[src/rtl/mjpeg_pkg.sv]
// Shared encodings and buffer geometry for the MJPEG MCU read path.
package mjpeg_pkg;

    localparam logic [1:0] COMP_Y  = 2'd0;
    localparam logic [1:0] COMP_CB = 2'd1;
    localparam logic [1:0] COMP_CR = 2'd2;

    localparam int unsigned BANK_DEPTH  = 512;
    localparam int unsigned ADDR_W      = $clog2(BANK_DEPTH);
    localparam logic [8:0]  Y_BASE      = 9'd0;
    localparam logic [8:0]  CB_BASE     = 9'd256;
    localparam logic [8:0]  CR_BASE     = 9'd384;
    localparam int unsigned BLK_PER_MCU = 8;

    typedef enum logic [3:0] {
        ST_IDLE = 4'b0001,
        ST_WAIT = 4'b0010,
        ST_READ = 4'b0100,
        ST_REL  = 4'b1000
    } seq_state_t;

    // Block order within an MCU: Y0..Y3, Cb0, Cb1, Cr0, Cr1
    function automatic logic [1:0] blk_comp(input logic [2:0] blk);
        if (!blk[2])     return COMP_Y;
        else if (!blk[1]) return COMP_CB;
        else              return COMP_CR;
    endfunction

endpackage

[src/rtl/mcu_block_sequencer_if.sv]
// Buffer-write handshake, buffer read port and tagged block stream of the MCU sequencer.
interface mcu_block_sequencer_if;
    import mjpeg_pkg::*;

    logic              wr_done;
    logic              wr_bank;
    logic [1:0]        bank_full;
    logic              rd_en;
    logic              rd_bank;
    logic [ADDR_W-1:0] rd_addr;
    logic              dct_ready;
    logic              blk_valid;
    logic              blk_sop;
    logic              blk_eop;
    logic [1:0]        comp_id;
    logic              frame_end;
    logic              overflow;

    modport master (
        input  wr_done, wr_bank, dct_ready,
        output bank_full, rd_en, rd_bank, rd_addr,
        output blk_valid, blk_sop, blk_eop, comp_id, frame_end, overflow
    );

    modport slave (
        output wr_done, wr_bank, dct_ready,
        input  bank_full, rd_en, rd_bank, rd_addr,
        input  blk_valid, blk_sop, blk_eop, comp_id, frame_end, overflow
    );

endinterface

[src/rtl/mcu_addr_gen.sv]
// Maps block index and in-block sample index (row/col raster) to a bank address and component.
module mcu_addr_gen
    import mjpeg_pkg::*;
(
    input  logic [2:0] blk_idx,
    input  logic [5:0] smp_idx,
    output logic [8:0] rd_addr,
    output logic [1:0] comp_id
);

    logic [2:0] row;
    logic [2:0] col;

    always_comb begin
        row     = smp_idx[5:3];
        col     = smp_idx[2:0];
        comp_id = blk_comp(blk_idx);
        case (comp_id)
            // Y is a 16-wide raster: blk[1] picks the lower half, blk[0] the right half
            COMP_Y:  rd_addr = Y_BASE  + {1'b0, blk_idx[1], row, blk_idx[0], col};
            COMP_CB: rd_addr = CB_BASE + {2'b00, blk_idx[0], row, col};
            default: rd_addr = CR_BASE + {2'b00, blk_idx[0], row, col};
        endcase
    end

endmodule

[src/rtl/mcu_block_sequencer.sv]
// Read-side scheduler for the two-bank MCU buffer: bank ownership, block read sequencing
// and component/frame tagging of the 64-sample block stream towards the DCT.
module mcu_block_sequencer
    import mjpeg_pkg::*;
#(
    parameter int MCU_PER_FRAME = 1200,
    parameter int MCU_CNT_W     = 11
) (
    input  logic                   sys_clk,
    input  logic                   sys_rst_n,
    mcu_block_sequencer_if.master  bus
);

    seq_state_t           state_q, state_d;
    logic [5:0]           smp_q, smp_d;
    logic [2:0]           blk_q, blk_d;
    logic [MCU_CNT_W-1:0] mcu_q, mcu_d;
    logic                 rd_bank_q, rd_bank_d;
    logic [1:0]           bank_full_q, bank_full_d;
    logic                 overflow_q, overflow_d;
    logic                 blk_valid_q, blk_valid_d;
    logic                 blk_sop_q, blk_sop_d;
    logic                 blk_eop_q, blk_eop_d;
    logic                 frame_end_q, frame_end_d;
    logic [1:0]           comp_id_q, comp_id_d;

    logic                 rd_en;
    logic                 last_smp, last_blk, last_mcu;
    logic [8:0]           gen_addr;
    logic [1:0]           gen_comp;

    mcu_addr_gen u_addr_gen (
        .blk_idx (blk_q),
        .smp_idx (smp_q),
        .rd_addr (gen_addr),
        .comp_id (gen_comp)
    );

    assign last_smp = (smp_q == 6'd63);
    assign last_blk = (blk_q == 3'(BLK_PER_MCU - 1));
    assign last_mcu = (mcu_q == MCU_CNT_W'(MCU_PER_FRAME - 1));

    always_comb begin
        state_d     = state_q;
        smp_d       = smp_q;
        blk_d       = blk_q;
        mcu_d       = mcu_q;
        rd_bank_d   = rd_bank_q;
        bank_full_d = bank_full_q;
        overflow_d  = overflow_q;
        rd_en       = 1'b0;

        case (state_q)
            ST_IDLE: if (bank_full_q[rd_bank_q]) state_d = ST_WAIT;
            ST_WAIT: if (bus.dct_ready) state_d = ST_READ;
            ST_READ: begin
                rd_en = 1'b1;
                smp_d = smp_q + 6'd1;
                if (last_smp) begin
                    blk_d   = blk_q + 3'd1;
                    state_d = last_blk ? ST_REL : ST_WAIT;
                end
            end
            ST_REL: begin
                bank_full_d[rd_bank_q] = 1'b0;
                rd_bank_d              = ~rd_bank_q;
                mcu_d                  = last_mcu ? '0 : mcu_q + 1'b1;
                state_d                = ST_IDLE;
            end
            default: state_d = ST_IDLE;
        endcase

        // Applied after the release so a same-cycle write to the released bank keeps it full
        if (bus.wr_done) begin
            if (bank_full_q[bus.wr_bank]) overflow_d = 1'b1;
            bank_full_d[bus.wr_bank] = 1'b1;
        end

        blk_valid_d = rd_en;
        blk_sop_d   = rd_en && (smp_q == 6'd0);
        blk_eop_d   = rd_en && last_smp;
        frame_end_d = rd_en && last_smp && last_blk && last_mcu;
        comp_id_d   = rd_en ? gen_comp : comp_id_q;
    end

    always_ff @(posedge sys_clk or negedge sys_rst_n) begin
        if (!sys_rst_n) begin
            state_q     <= ST_IDLE;
            smp_q       <= '0;
            blk_q       <= '0;
            mcu_q       <= '0;
            rd_bank_q   <= 1'b0;
            bank_full_q <= '0;
            overflow_q  <= 1'b0;
            blk_valid_q <= 1'b0;
            blk_sop_q   <= 1'b0;
            blk_eop_q   <= 1'b0;
            frame_end_q <= 1'b0;
            comp_id_q   <= '0;
        end else begin
            state_q     <= state_d;
            smp_q       <= smp_d;
            blk_q       <= blk_d;
            mcu_q       <= mcu_d;
            rd_bank_q   <= rd_bank_d;
            bank_full_q <= bank_full_d;
            overflow_q  <= overflow_d;
            blk_valid_q <= blk_valid_d;
            blk_sop_q   <= blk_sop_d;
            blk_eop_q   <= blk_eop_d;
            frame_end_q <= frame_end_d;
            comp_id_q   <= comp_id_d;
        end
    end

    assign bus.rd_en     = rd_en;
    assign bus.rd_addr   = rd_en ? gen_addr : '0;
    assign bus.rd_bank   = rd_bank_q;
    assign bus.bank_full = bank_full_q;
    assign bus.overflow  = overflow_q;
    assign bus.blk_valid = blk_valid_q;
    assign bus.blk_sop   = blk_sop_q;
    assign bus.blk_eop   = blk_eop_q;
    assign bus.frame_end = frame_end_q;
    assign bus.comp_id   = comp_id_q;

endmodule

[src/flat_wrapper.sv]
// flat-port wrapper written by rule: the top's interface ports become plain ports
module mcu_block_sequencer_flat import mjpeg_pkg::*;
#(
    parameter int MCU_PER_FRAME = 1200,
    parameter int MCU_CNT_W     = 11
)
  (sys_clk, sys_rst_n, bus_wr_done, bus_wr_bank, bus_dct_ready, bus_bank_full, bus_rd_en, bus_rd_bank, bus_rd_addr, bus_blk_valid, bus_blk_sop, bus_blk_eop, bus_comp_id, bus_frame_end, bus_overflow);
  mcu_block_sequencer_if bus_i ();
  input  logic sys_clk;
  input  logic sys_rst_n;
  input wire logic [$bits(bus_i.wr_done)-1:0] bus_wr_done;
  input wire logic [$bits(bus_i.wr_bank)-1:0] bus_wr_bank;
  input wire logic [$bits(bus_i.dct_ready)-1:0] bus_dct_ready;
  output wire logic [$bits(bus_i.bank_full)-1:0] bus_bank_full;
  output wire logic [$bits(bus_i.rd_en)-1:0] bus_rd_en;
  output wire logic [$bits(bus_i.rd_bank)-1:0] bus_rd_bank;
  output wire logic [$bits(bus_i.rd_addr)-1:0] bus_rd_addr;
  output wire logic [$bits(bus_i.blk_valid)-1:0] bus_blk_valid;
  output wire logic [$bits(bus_i.blk_sop)-1:0] bus_blk_sop;
  output wire logic [$bits(bus_i.blk_eop)-1:0] bus_blk_eop;
  output wire logic [$bits(bus_i.comp_id)-1:0] bus_comp_id;
  output wire logic [$bits(bus_i.frame_end)-1:0] bus_frame_end;
  output wire logic [$bits(bus_i.overflow)-1:0] bus_overflow;
  assign bus_i.wr_done = bus_wr_done;
  assign bus_i.wr_bank = bus_wr_bank;
  assign bus_i.dct_ready = bus_dct_ready;
  assign bus_bank_full = bus_i.bank_full;
  assign bus_rd_en = bus_i.rd_en;
  assign bus_rd_bank = bus_i.rd_bank;
  assign bus_rd_addr = bus_i.rd_addr;
  assign bus_blk_valid = bus_i.blk_valid;
  assign bus_blk_sop = bus_i.blk_sop;
  assign bus_blk_eop = bus_i.blk_eop;
  assign bus_comp_id = bus_i.comp_id;
  assign bus_frame_end = bus_i.frame_end;
  assign bus_overflow = bus_i.overflow;
  mcu_block_sequencer #(.MCU_PER_FRAME(MCU_PER_FRAME), .MCU_CNT_W(MCU_CNT_W)) u_core (.sys_clk(sys_clk), .sys_rst_n(sys_rst_n), .bus(bus_i));
endmodule
[config.mk]
export PLATFORM = sky130hd
export DESIGN_NAME = mcu_block_sequencer_flat
export DESIGN_NICKNAME = d
export VERILOG_FILES = /design/src/rtl/mjpeg_pkg.sv /design/src/rtl/mcu_block_sequencer_if.sv /design/src/rtl/mcu_addr_gen.sv /design/src/rtl/mcu_block_sequencer.sv /design/src/flat_wrapper.sv
export SDC_FILE = /design/constraint.sdc
export NUM_CORES = 1
export LEC_CHECK = 0
export ABC_AREA = 1
export ABC_CLOCK_PERIOD_IN_PS = 1400
export CORE_ASPECT_RATIO = 1.4
export CORE_MARGIN = 2
export CORE_UTILIZATION = 23
export DETAILED_ROUTE_END_ITERATION = 6
export GPL_ROUTABILITY_DRIVEN = 0
export GPL_TIMING_DRIVEN = 0
export PLACE_DENSITY = 0.46
export SETUP_SLACK_MARGIN = 0.2
export SLEW_MARGIN = 20
export SYNTH_ARGS = -nofsm -noshare
export SYNTH_HDL_FRONTEND = slang
export SYNTH_SLANG_ARGS = --single-unit
[constraint.sdc]
create_clock -name sys_clk -period 1.4 [get_ports sys_clk]
set_input_delay 0.28 -clock sys_clk [delete_from_list [all_inputs] [get_ports sys_clk]]
set_output_delay 0.28 -clock sys_clk [all_outputs]
set_load 0.02 [all_outputs]
; ---- Word level (Yosys, flattened, before mapping)
; Cells that the tools add are included.
[op_classes]
addsub = 5
magnitude_cmp = 4
eq_ne = 11
mux = 21
bitwise = 4
n_reduce_logical = 11
[op_table]
columns = cell, n
row1 = $pmux W9 S2, 1
row2 = $mux W4, 4
row3 = $pmux W4 S3, 1
row4 = $add A11 B1 Y11 const B, 1
row5 = $eq A11 B11 Y1 const B, 1
row6 = $mux W11, 1
row7 = $add A8 B8 Y9 const A, 1
row8 = $add A9 B7 Y9 const A, 1
row9 = $mux W9, 1
row10 = $mux W2, 4
row11 = $mux W1, 7
row12 = $add A6 B1 Y6 const B, 1
row13 = $eq A6 B6 Y1 const B, 1
row14 = $logic_and A1 B1 Y1, 6
row15 = $logic_not A6 Y1, 1
row16 = $eq A4 B1 Y1 const B, 1
row17 = $eq A4 B2 Y1 const B, 1
row18 = $eq A4 B3 Y1 const B, 1
row19 = $eq A4 B4 Y1 const B, 1
row20 = $lt A1 B2 Y1 const B, 2
row21 = $ne A2 B1 Y1 const B, 2
row22 = $reduce_and A2 Y1, 2
row23 = $add A3 B1 Y3 const B, 1
row24 = $eq A3 B3 Y1 const B, 1
row25 = other kinds (10), 12
[word_totals]
ff_bits = 34
output_inout_bits = 20
word_cells = 68

; ---- Depth between registers and ports, before layout
; Gate-level depths: netlist (run 1).
[logic_depth]
ltp_word = 9
ltp_mapped = 8
ltp_nobuf = 7

; ---- Cells and area by module
; Synthesis (run 1) repeated with hierarchy kept, for this count alone.
[unflattened]
cells_unflattened = 241
area_unflattened_um2 = 1861.8
[by_module_without_submodules]
columns = mod, instances, cells_each, area_per_inst_um2
row1 = mcu_block_sequencer, 1, 220, 1771.7
row2 = mcu_addr_gen, 1, 21, 90.1

; ---- Worst setup path before layout (run 1)
; Ideal clock, no wire load.
[synth_path]
path_type = register -> output
start = reg u_core.state_q[3]
end = out bus_rd_addr[3]
t_arrival_ps = 1201
t_required_ps = 1120
slack_ps = -81
path_stages_with_launch = 7
n_path_buf = 1
cell_sequence = dfrtp_1 > inv_1 > nand2_2 > nor2_8 > inv_2 > buf_6 > a21oi_1
[synth_between]
elab_chain_cells = 3
[synth_lines]
columns = item, line
row1 = start: declaration, mcu_block_sequencer.sv:14  ; seq_state_t state_q, state_d;
row2 = start signal: assignment, mcu_block_sequencer.sv:101  ; state_q <= state_d;
row3 = $eq A4 B3 Y1, mcu_block_sequencer.sv:53  ; case (state_q)
row4 = $mux W1, mcu_block_sequencer.sv:53
row5 = $mux W9, mcu_block_sequencer.sv:117  ; assign bus.rd_addr = rd_en ? gen_addr : '0;
row6 = end: declaration, flat_wrapper.sv:17  ; output wire logic [$bits(bus_i.rd_addr)-1:0] bus_rd_addr;
; Every way passes these cells.

; ---- Final worst setup path (run 1)
[layout_path]
start = reg u_core.state_q[0]
end = out bus_rd_addr[8]
; The elaborated chain is that of the path after synthesis.

==> results of run 1 <==
-- metrics by stage --
step / setup TNS [ns] / area (um^2) / power (W) / util [%] / hold slack, ns
final: -4.607 / 2885 / 0.002961 / 37.00 / 0.4089
after global placement: -33.44 / 2261 / 0.001775 / 29.00 / 0.4667
after floorplan: -0.003819 / 1896 / 0.001614 / - / -0.01559
after CTS: -2.927 / 2668 / 0.002839 / 34.21 / 0.4104
after detailed placement: -5.200 / 2276 / 0.001782 / 29.19 / 0.1790
after global routing: -6.517 / 2885 / 0.003148 / 37.00 / 0.4213
-- worst max-delay path by stage --
| stage | end | slack, ns | cells past startpoint |
|---|---|---|---|
| 2_1_floorplan | bus_rd_addr[6] | -0.004 | 6 |
| 4_1_cts | bus_rd_addr[6] | -0.35 | 7 |
| 3_5_place_dp | bus_rd_addr[6] | -0.61 | 7 |
| 6_report | bus_rd_addr[8] | -0.34 | 8 |
| 5_1_grt | bus_rd_addr[6] | -0.41 | 7 |
| 3_3_place_gp | u_core.blk_q[1] | -0.84 | 1 |
-- state kept, by name, indices dropped and copies added, names as in the netlist --
signal / count
u_core.bus.blk_eop: 1
u_core.state_q: 4
u_core.mcu_q: 11
u_core.bus.comp_id: 2
u_core.bus.blk_valid: 1
u_core.smp_q: 6
u_core.bus.overflow: 1
u_core.bus.blk_sop: 1
u_core.blk_q: 3
u_core.bus.rd_bank: 1
u_core.bus.bank_full: 2
u_core.bus.frame_end: 1
-- layout make-up --
| cell class | count | area [um^2] |
|---|---|---|
| Clock buffer | 7 | 86.33 |
| Multi-Input combinational cell | 158 | 1094 |
| Timing Repair Buffer | 54 | 548.0 |
| Fill cell | 818 | 4912 |
| Buffer | 5 | 56.30 |
| Clock inverter | 1 | 5.005 |
| Tap cell | 100 | 125.1 |
| Inverter | 30 | 117.6 |
| Sequential cell | 34 | 853.3 |
-- worst max-delay path: stages, from the launching register on --
cell and delay, ns:
sky130_fd_sc_hd__dfstp_2 0.53, sky130_fd_sc_hd__inv_2 0.04, sky130_fd_sc_hd__nand2_4 0.09, sky130_fd_sc_hd__nor2_8 0.05, sky130_fd_sc_hd__buf_12 0.12, sky130_fd_sc_hd__buf_8 0.12, sky130_fd_sc_hd__nand2_4 0.06, sky130_fd_sc_hd__inv_2 0.04
sky130_fd_sc_hd__buf_6 0.12
-- cell families (layout without fill, tap and decap cells) --
group                    count (synthesis)  after routing  share of synthesized area (%)
flip-flops                              34             34                          45.58
AO/OA/AOI/OAI                           16             16                          4.886
buffers and inverters                   35             97                          8.299
XOR/XNOR                                10             10                          4.686
AND/OR/NAND/NOR                        127            127                          33.20
adder cells (fa/ha/maj)                  5              5                          3.347
-- layer usage --
| metal | up-vias | track usage (%) | part of all wire (%) |
|---|---|---|---|
| met5 | - | 0 | 0 |
| met4 | 0 | 4.407 | 2.8 |
| met3 | 11 | 2.606 | 3.5 |
| met2 | 32 | 18.83 | 53 |
| met1 | 769 | 14.59 | 41 |
| li1 | 837 | - | - |
-- power by group --
group	internal [W]	switching, W
registers	0.00108	0.0000660
logic	0.000496	0.000558
clock network	0.000397	0.000361
total	0.00198	0.000984
-- repair_timing --
action                     CTS  global route
pin swaps                   15            20
buffers inserted            19             8
cloned                       1             1
setup endpoints to repair   46            45
resized for setup          141            44
hold buffers                 1             0
hold endpoints to repair     9             0
-- cell usage after synthesis, drive strengths merged --
library cell  number
nand2             66
dfrtp             33
inv               30
nor2              27
nand3             17
o21ai             10
xor2               8
nand4              7
nor3               7
a21oi              5
ha                 5
buf                4
xnor2              2
a211oi             1
clkbuf             1
dfstp              1
nand3b             1
nor4               1
or2                1
==> impl_metrics.py, run 1 <==
metrics = {
    "outcome": {
        "outcome": "finished with violations",
        "failing_checks": "setup timing",
    },
    "floorplanning": {
        "die_width_um": 80.19,
        "initial_core_util_pct": 23.97,
        "placeableCoreArea_um2": 7797,
        "top_level_ports": 25,
        "die_h_um": 110.7,
        "design.die.area_um2": 8875,
        "core.rowCount": 38,
    },
    "pwr": {
        "ir_worst_vdd_mv": 0.6529,
        "static-leakage-power_nw": 1.423,
        "total_power_divided_by_cell_area_nw_per_um2": 1026,
    },
    "route": {
        "iter_0_drt_violations": 47,
        "detail_route.drc_violations": 0,
        "drtPass1Iterations": 4,
        "routedWlPerCell_um": 12.09,
        "detailroute.via_count": 1649,
        "totalWireLength_um": 4703,
        "ant_nets": 0,
        "post_drt_via_cell_ratio": 4.239,
    },
    "yosys": {
        "post_synth_design_cell_area_um2": 1869,
        "synth.yosys.seq_area_share_pct": 45.58,
        "synthDominantAreaCellType": "sky130_fd_sc_hd__dfrtp_1",
        "avgSynthCellArea_um2": 8.235,
        "ys_ff_latch": 34,
        "synthDominantCellAreaShare_pct": 44.18,
        "ys_top_cells_by_area": "sky130_fd_sc_hd__dfrtp_1, sky130_fd_sc_hd__nand2_1, sky130_fd_sc_hd__inv_1",
        "ys_types": 31,
        "net_count_after_synthesis": 237,
        "synth_warnings": 0,
        "netlist_instances": 227,
    },
    "clock_network": {
        "tritoncts": "built",
        "clock_latency_ns": 0.29,
        "numCtsBuffers": 5,
        "cts_sinks": 34,
        "cts.reportedPaths.clkPinSlew_ns": 0.07,
        "cts_root_buffer": "sky130_fd_sc_hd__clkbuf_8",
        "cts.htree.levels": 2,
        "cts-root-to-sink-buffers": 2,
    },
    "worst_setup_path": {
        "timing.critical_path.arrival_ns": 1.46,
        "worstSetupStartpointType": "flop",
        "cp-end-kind": "primary output",
        "worstReg2RegStart": "u_core.state_q[0]",
        "worst-r2r-setup-slack_ns": -0.20,
        "worst_ep_required_time_ns": 1.12,
        "crit_path_start": "u_core.state_q[0]",
        "crit_fanout": 4,
        "rr_endpoint": "u_core.blk_q[1]",
        "timing.reg2reg.worst_path_depth": 12,
        "critical_path_start_end_classification": "reg -> out",
    },
    "timing": {
        "finalClockSkew_ns": 0.01417,
        "grt_setup_unrepaired": "yes",
        "timing_worst_slew_pin_value_ns": 0.3977,
        "period_needed_ns": 1.740,
        "final.period_utilization_pct": 124.3,
        "finalMaxSlewViolations": 0,
        "clock.fmax_mhz": 574.8,
        "worst_slack_ns": -0.3397,
        "slew-limit-headroom_pct": 73.28,
        "final-hold-violation-count": 0,
        "setup-violations-final": 24,
    },
    "global_routing": {
        "track_usage_pct": 11.53,
        "grt_max_degree": 25,
        "antenna_found_initial": 0,
        "grt_overflow_total": 0,
        "first_global_vias": 1681,
        "global_route_wire_length_before_repair_um": 8073,
    },
    "layout": {
        "layout.cells.most_common": "sky130_fd_sc_hd__nand2_1",
        "finish.cell_count_without_fillers": 389,
        "area_delta_synth_final_pct": 54.35,
        "antenna-diode-count": 0,
        "final_nets": 298,
        "fraction_of_final_layout_cells_with_drive_strength_greater_than_1_pct": 44.64,
        "layout.cells.most_common_list": "sky130_fd_sc_hd__nand2_1, sky130_fd_sc_hd__dfrtp_1, sky130_fd_sc_hd__buf_6",
    },
    "placed_design": {
        "dp_slack_ns": -0.6118,
        "dp.final_hpwl_um": 3123,
        "port_buffer_cells": 24,
        "placed_cells_incl_taps": 352,
    },
    "run": {
        "cap_viol_max_count": 0,
    },
    "hold_path": {
        "hp-class": "in -> async",
    },
}
Power figures use the tool's default switching activity.
==> run 2: changes to the inputs <==
--- a/config.mk
+++ b/config.mk
@@ -13,7 +13,6 @@
 export DETAILED_ROUTE_END_ITERATION = 6
 export GPL_ROUTABILITY_DRIVEN = 0
 export GPL_TIMING_DRIVEN = 0
-export PLACE_DENSITY = 0.46
 export SETUP_SLACK_MARGIN = 0.2
 export SLEW_MARGIN = 20
 export SYNTH_ARGS = -nofsm -noshare
==> run 2 against run 1 <==
Compared with the run above:
- sequential power is essentially flat
- die area unchanged
- largest cell class unchanged
- non-clock buffer count grew 7
- highest routed layer unchanged
- the flow still finishes with violations (setup timing)
- total power is 18% higher
- largest power group is now combinational logic
==> impl_metrics.py, run 2 (synthesized netlist as in run 1, its figures left out) <==
metrics = {
    "outcome": {
        "outcome": "finished with violations",
        "failing_checks": "setup timing",
    },
    "clock_network": {
        "cts-root-to-sink-buffers": 2,
        "cts_sinks": 34,
        "tritoncts": "built",
        "cts.reportedPaths.clkPinSlew_ns": 0.07,
        "cts_root_buffer": "sky130_fd_sc_hd__clkbuf_8",
        "cts.htree.levels": 2,
        "numCtsBuffers": 5,
        "clock_latency_ns": 0.29,
    },
    "placed_design": {
        "placed_cells_incl_taps": 352,
        "dp.final_hpwl_um": 2922,
        "port_buffer_cells": 24,
    },
    "layout": {
        "layout.cells.most_common": "sky130_fd_sc_hd__nand2_1",
        "final-seq-area_um2": 854.6,
        "reg.largest.list": "u_core.mcu_q x11, u_core.smp_q x6, u_core.state_q x4",
        "final_nets": 305,
        "multi_input_area_um2": 1092,
        "finish.cell_count_without_fillers": 396,
        "layout.filler_cells": 766,
        "final_util_pct": 38.70,
        "area_delta_synth_final_pct": 61.45,
        "antenna-diode-count": 0,
        "fraction_of_final_layout_cells_with_drive_strength_greater_than_1_pct": 46.28,
        "largest_register_ff_count": 11,
        "max_flop_register": "u_core.mcu_q",
        "layout.cells.most_common_list": "sky130_fd_sc_hd__nand2_1, sky130_fd_sc_hd__dfrtp_1, sky130_fd_sc_hd__buf_6",
    },
    "timing": {
        "final-hold-violation-count": 0,
        "timing_worst_slew_pin_value_ns": 0.3822,
        "setup-violations-final": 39,
        "grt_setup_unrepaired": "yes",
        "fin_hold_ws_ns": 0.3494,
        "worst_slack_ns": -0.3625,
        "clock.fmax_mhz": 567.4,
        "setup_total_negative_slack_ns": -7.927,
        "slew-limit-headroom_pct": 74.52,
        "period_needed_ns": 1.763,
        "finalMaxSlewViolations": 0,
        "finalClockSkew_ns": 0.008440,
        "final.period_utilization_pct": 125.9,
    },
    "worst_setup_path": {
        "worstReg2RegStart": "u_core.state_q[1]",
        "worstSetupStartpointType": "flop",
        "timing.critical_path.arrival_ns": 1.48,
        "worst_ep_required_time_ns": 1.12,
        "worst-r2r-setup-slack_ns": -0.23,
        "timing.reg2reg.worst_path_depth": 11,
        "cp-end-kind": "primary output",
        "critical_path_start_end_classification": "reg -> out",
        "crit_fanout": 5,
        "crit_path_start": "u_core.state_q[3]",
        "rr_endpoint": "u_core.mcu_q[8]",
    },
    "route": {
        "iter_0_drt_violations": 64,
        "totalWireLength_um": 4901,
        "post_drt_via_cell_ratio": 4.273,
        "ant_nets": 0,
        "drtPass1Iterations": 4,
        "routedWlPerCell_um": 12.38,
        "detailroute.via_count": 1692,
        "detail_route.drc_violations": 0,
    },
    "pwr": {
        "total_power_divided_by_cell_area_nw_per_um2": 1158,
        "ir_worst_vdd_mv": 0.7652,
        "static-leakage-power_nw": 1.469,
    },
    "global_routing": {
        "track_usage_pct": 11.07,
        "first_global_vias": 1762,
        "antenna_found_initial": 0,
        "grt_max_degree": 31,
        "grt_overflow_total": 0,
        "global_route_wire_length_before_repair_um": 7665,
    },
    "floorplanning": {
        "core.rowCount": 38,
        "initial_core_util_pct": 23.97,
        "top_level_ports": 25,
        "die_h_um": 110.7,
        "die_width_um": 80.19,
        "design.die.area_um2": 8875,
        "placeableCoreArea_um2": 7797,
    },
    "hold_path": {
        "hp-class": "in -> async",
    },
    "run": {
        "cap_viol_max_count": 0,
    },
}
-- run 2: power by group --
part	internal, W	total (W)	switching (W)
Sequential	0.00108	0.00116	0.0000731
Combinational	0.000636	0.00125	0.000613
Clock	0.000713	0.00109	0.000376
-- run 2: worst max-delay path, stage by stage, from the launching register on --
cell                       delay (ns)
sky130_fd_sc_hd__dfrtp_1         0.39
sky130_fd_sc_hd__inv_1           0.08
sky130_fd_sc_hd__nand2_2         0.08
sky130_fd_sc_hd__nor2_8          0.13
sky130_fd_sc_hd__inv_4           0.06
sky130_fd_sc_hd__buf_8           0.13
sky130_fd_sc_hd__a211oi_4        0.17
sky130_fd_sc_hd__buf_6           0.15
-- run 2: timing repair --
item | CTS | global route
pin swaps | 8 | 14
setup buffers | 19 | 13
endpoints found under the hold margin | 4 | 0
gates cloned | 3 | 0
resized for setup | 149 | 42
endpoints found under the setup margin | 45 | 44
hold buffers | 1 | 0
-- run 2: layout make-up --
type                       count  area share (%)
buffer                         5           1.700
clock buffer                   5           2.280
clock inverter                 3           2.280
inverter                      30           3.980
multi-input combinational    158           36.19
sequential                    34           28.32
tap                          100           4.146
timing repair buffer          61           21.10
-- run 2: metal layers --
layer	share of wire, %	GRT usage, %	vias up
met1	38	12.19	807
met4	1.6	3.955	0
li1	-	-	854
met2	57	19.67	25
met3	3.5	3.257	6
met5	0	0	-
-- run 2: per-stage QoR --
step                setup WS, ns  power, W  cell area [um^2]
floorplan              -0.003819  0.001614              1896
global placement         -0.7585  0.001762              2261
detailed placement       -0.6242  0.001778              2276
CTS                      -0.3721  0.003198              2756
global route             -0.4365  0.003657              3018
finish                   -0.3625  0.003496              3018
-- run 2: how the worst max path moves through the flow --
stage / slack (ns) / cells past startpoint / to
floorplan: -0.004 / 6 / bus_rd_addr[6]
detailed placement: -0.62 / 7 / bus_rd_addr[6]
global route: -0.44 / 7 / bus_rd_addr[6]
CTS: -0.37 / 7 / bus_rd_addr[6]
global placement: -0.76 / 1 / u_core.bus.comp_id[1]
finish: -0.36 / 7 / bus_rd_addr[6]
==> run 3: changes to the inputs <==
--- a/config.mk
+++ b/config.mk
@@ -13,6 +13,7 @@
 export DETAILED_ROUTE_END_ITERATION = 6
 export GPL_ROUTABILITY_DRIVEN = 0
 export GPL_TIMING_DRIVEN = 0
+export MAX_ROUTING_LAYER = met4
 export SETUP_SLACK_MARGIN = 0.2
 export SLEW_MARGIN = 20
 export SYNTH_ARGS = -nofsm -noshare
==> run 3 against run 2 <==
Compared with the run above:
- the run still ends with setup timing left
- cell area unchanged
- total power about the same
- sequential cell count unchanged
- count of clock-buffer cells in the layout did not move
- global-route usage is 0.30 points higher
- setup slack got worse by 0.015 ns
- non-clock buffer count stayed put
- critical endpoint unchanged
==> impl_metrics.py, run 3 (synthesized netlist as in run 1, its figures left out) <==
metrics = {
    "floorplanning": {
        "die_h_um": 110.7,
        "design.die.area_um2": 8875,
        "top_level_ports": 25,
        "die_width_um": 80.19,
        "placeableCoreArea_um2": 7797,
        "core.rowCount": 38,
        "initial_core_util_pct": 23.97,
    },
    "pwr": {
        "static-leakage-power_nw": 1.469,
        "ir_worst_vdd_mv": 0.7664,
        "p_sw_w": 0.001063,
        "share_clk_of_total_power_pct": 31.2,
        "total_power_divided_by_cell_area_nw_per_um2": 1159,
        "power_w": 0.003497,
        "comb_power_share_pct": 35.7,
        "reg_power_share_pct": 33.2,
        "power_report.internal_total_w": 0.002434,
        "sw_share_pct": 30.40,
    },
    "global_routing": {
        "global_route_wire_length_before_repair_um": 7659,
        "grt_max_degree": 31,
        "track_usage_pct": 11.37,
        "first_global_vias": 1762,
        "antenna_found_initial": 0,
        "grt_overflow_total": 0,
    },
    "route": {
        "totalWireLength_um": 4916,
        "routedWlPerCell_um": 12.41,
        "iter_0_drt_violations": 71,
        "detailroute.wirelength.met2_um": 2805,
        "routed.top_layer": "met4",
        "detail_route.drc_violations": 0,
        "detailroute.via_count": 1701,
        "ant_nets": 0,
        "met3WireLength_um": 189,
        "drtPass1Iterations": 4,
        "m1WireLength_um": 1843,
        "post_drt_via_cell_ratio": 4.295,
    },
    "clock_network": {
        "cts.reportedPaths.clkPinSlew_ns": 0.07,
        "clock_latency_ns": 0.29,
        "cts-root-to-sink-buffers": 2,
        "cts.htree.levels": 2,
        "numCtsBuffers": 5,
        "cts_sinks": 34,
        "tritoncts": "built",
        "cts_root_buffer": "sky130_fd_sc_hd__clkbuf_8",
    },
    "layout": {
        "layout.filler_cells": 766,
        "layout.cells.most_common": "sky130_fd_sc_hd__nand2_1",
        "fraction_of_final_layout_cells_with_drive_strength_greater_than_1_pct": 46.28,
        "reg.largest.list": "u_core.mcu_q x11, u_core.smp_q x6, u_core.state_q x4",
        "final_nets": 305,
        "largest_register_ff_count": 11,
        "layout.cells.most_common_list": "sky130_fd_sc_hd__nand2_1, sky130_fd_sc_hd__dfrtp_1, sky130_fd_sc_hd__buf_6",
        "area_delta_synth_final_pct": 61.45,
        "final-seq-area_um2": 854.6,
        "max_flop_register": "u_core.mcu_q",
        "multi_input_area_um2": 1092,
        "antenna-diode-count": 0,
    },
    "timing": {
        "clock.fmax_mhz": 562.5,
        "finalMaxSlewViolations": 0,
        "grt_setup_unrepaired": "yes",
        "slew-limit-headroom_pct": 74.20,
        "setup-violations-final": 39,
        "final.period_utilization_pct": 127.0,
        "worst_slack_ns": -0.3777,
        "finalClockSkew_ns": 0.008815,
        "period_needed_ns": 1.778,
        "timing_worst_slew_pin_value_ns": 0.3870,
        "final-hold-violation-count": 0,
    },
    "worst_setup_path": {
        "timing.critical_path.arrival_ns": 1.50,
        "worstSetupStartpointType": "flop",
        "crit_fanout": 5,
        "crit_path_start": "u_core.state_q[3]",
        "cp-end-kind": "primary output",
        "worstReg2RegStart": "u_core.state_q[0]",
        "critical_path_start_end_classification": "reg -> out",
        "worst_ep_required_time_ns": 1.12,
        "timing.reg2reg.worst_path_depth": 12,
    },
    "outcome": {
        "outcome": "finished with violations",
        "failing_checks": "setup timing",
    },
    "placed_design": {
        "dp.final_hpwl_um": 2922,
        "port_buffer_cells": 24,
        "dp_slack_ns": -0.6242,
    },
    "run": {
        "cap_viol_max_count": 0,
    },
    "hold_path": {
        "hp-class": "in -> async",
    },
}
-- run 3: cell counts in the layout (fill, tap and decap cells not counted) --
No cell type changed its count.
-- run 3: worst paths after layout --
path / to / slack [ns]
setup / recovery: bus_rd_addr[6] / -0.38
hold / removal: u_core.mcu_q[7] / 0.35
setup reg to reg: u_core.blk_q[1] / -0.23
hold reg to reg: u_core.bus.overflow / 0.47
max in group asynchronous: u_core.state_q[0] / 0.60
min in group sys_clk: u_core.bus.overflow / 0.47
-- run 3: power groups by stage --
stage,clock [W],combinational [W],sequential (W)
after floorplan,0,0.000433,0.00118
after global placement,0,0.000577,0.00118
after detailed placement,0,0.000593,0.00119
after CTS,0.00112,0.000927,0.00116
after global routing,0.00116,0.00133,0.00116
final,0.00109,0.00125,0.00116
-- run 3: worst max-delay path, cell delays in order (launching register included) --
cell                       delay [ns]
sky130_fd_sc_hd__dfrtp_1         0.40
sky130_fd_sc_hd__inv_1           0.08
sky130_fd_sc_hd__nand2_2         0.08
sky130_fd_sc_hd__nor2_8          0.13
sky130_fd_sc_hd__inv_4           0.06
sky130_fd_sc_hd__buf_8           0.13
sky130_fd_sc_hd__a211oi_4        0.17
sky130_fd_sc_hd__buf_6           0.15
-- run 3: layer usage --
layer,global-route usage (%),vias up
met1,12.40,804
li1,-,854
met3,2.932,6
met2,19.67,37
met4,3.955,0
met5,-,-
-- run 3: cell type report --
type / count / area share, %
multi-input cells: 158 / 36.19
clock inverters: 3 / 2.280
inverters: 30 / 3.980
clock buffers: 5 / 2.280
flip-flops and latches: 34 / 28.32
repair buffers: 61 / 21.10
well taps: 100 / 4.146
plain buffers: 5 / 1.700
-- run 3: metrics by stage --
stage	cell area, um^2	setup TNS [ns]	util, %	hold slack (ns)	std cells
6_report	3018	-8.244	38.70	0.3473	396
3_3_place_gp	2261	-30.47	29.00	0.4639	351
3_5_place_dp	2276	-5.174	29.19	0.1190	352
4_1_cts	2756	-3.388	35.35	0.3560	383
2_1_floorplan	1896	-0.003819	-	-0.01559	227
5_1_grt	3018	-10.61	38.70	0.3580	396
-- run 3: what timing repair did --
item	4_1_cts	5_1_grt
hold buffers	1	0
gates resized for setup	149	42
buffers inserted	19	13
gates cloned	3	0
pin swaps	8	14
endpoints found under the hold margin	4	0
setup endpoints to repair	45	44
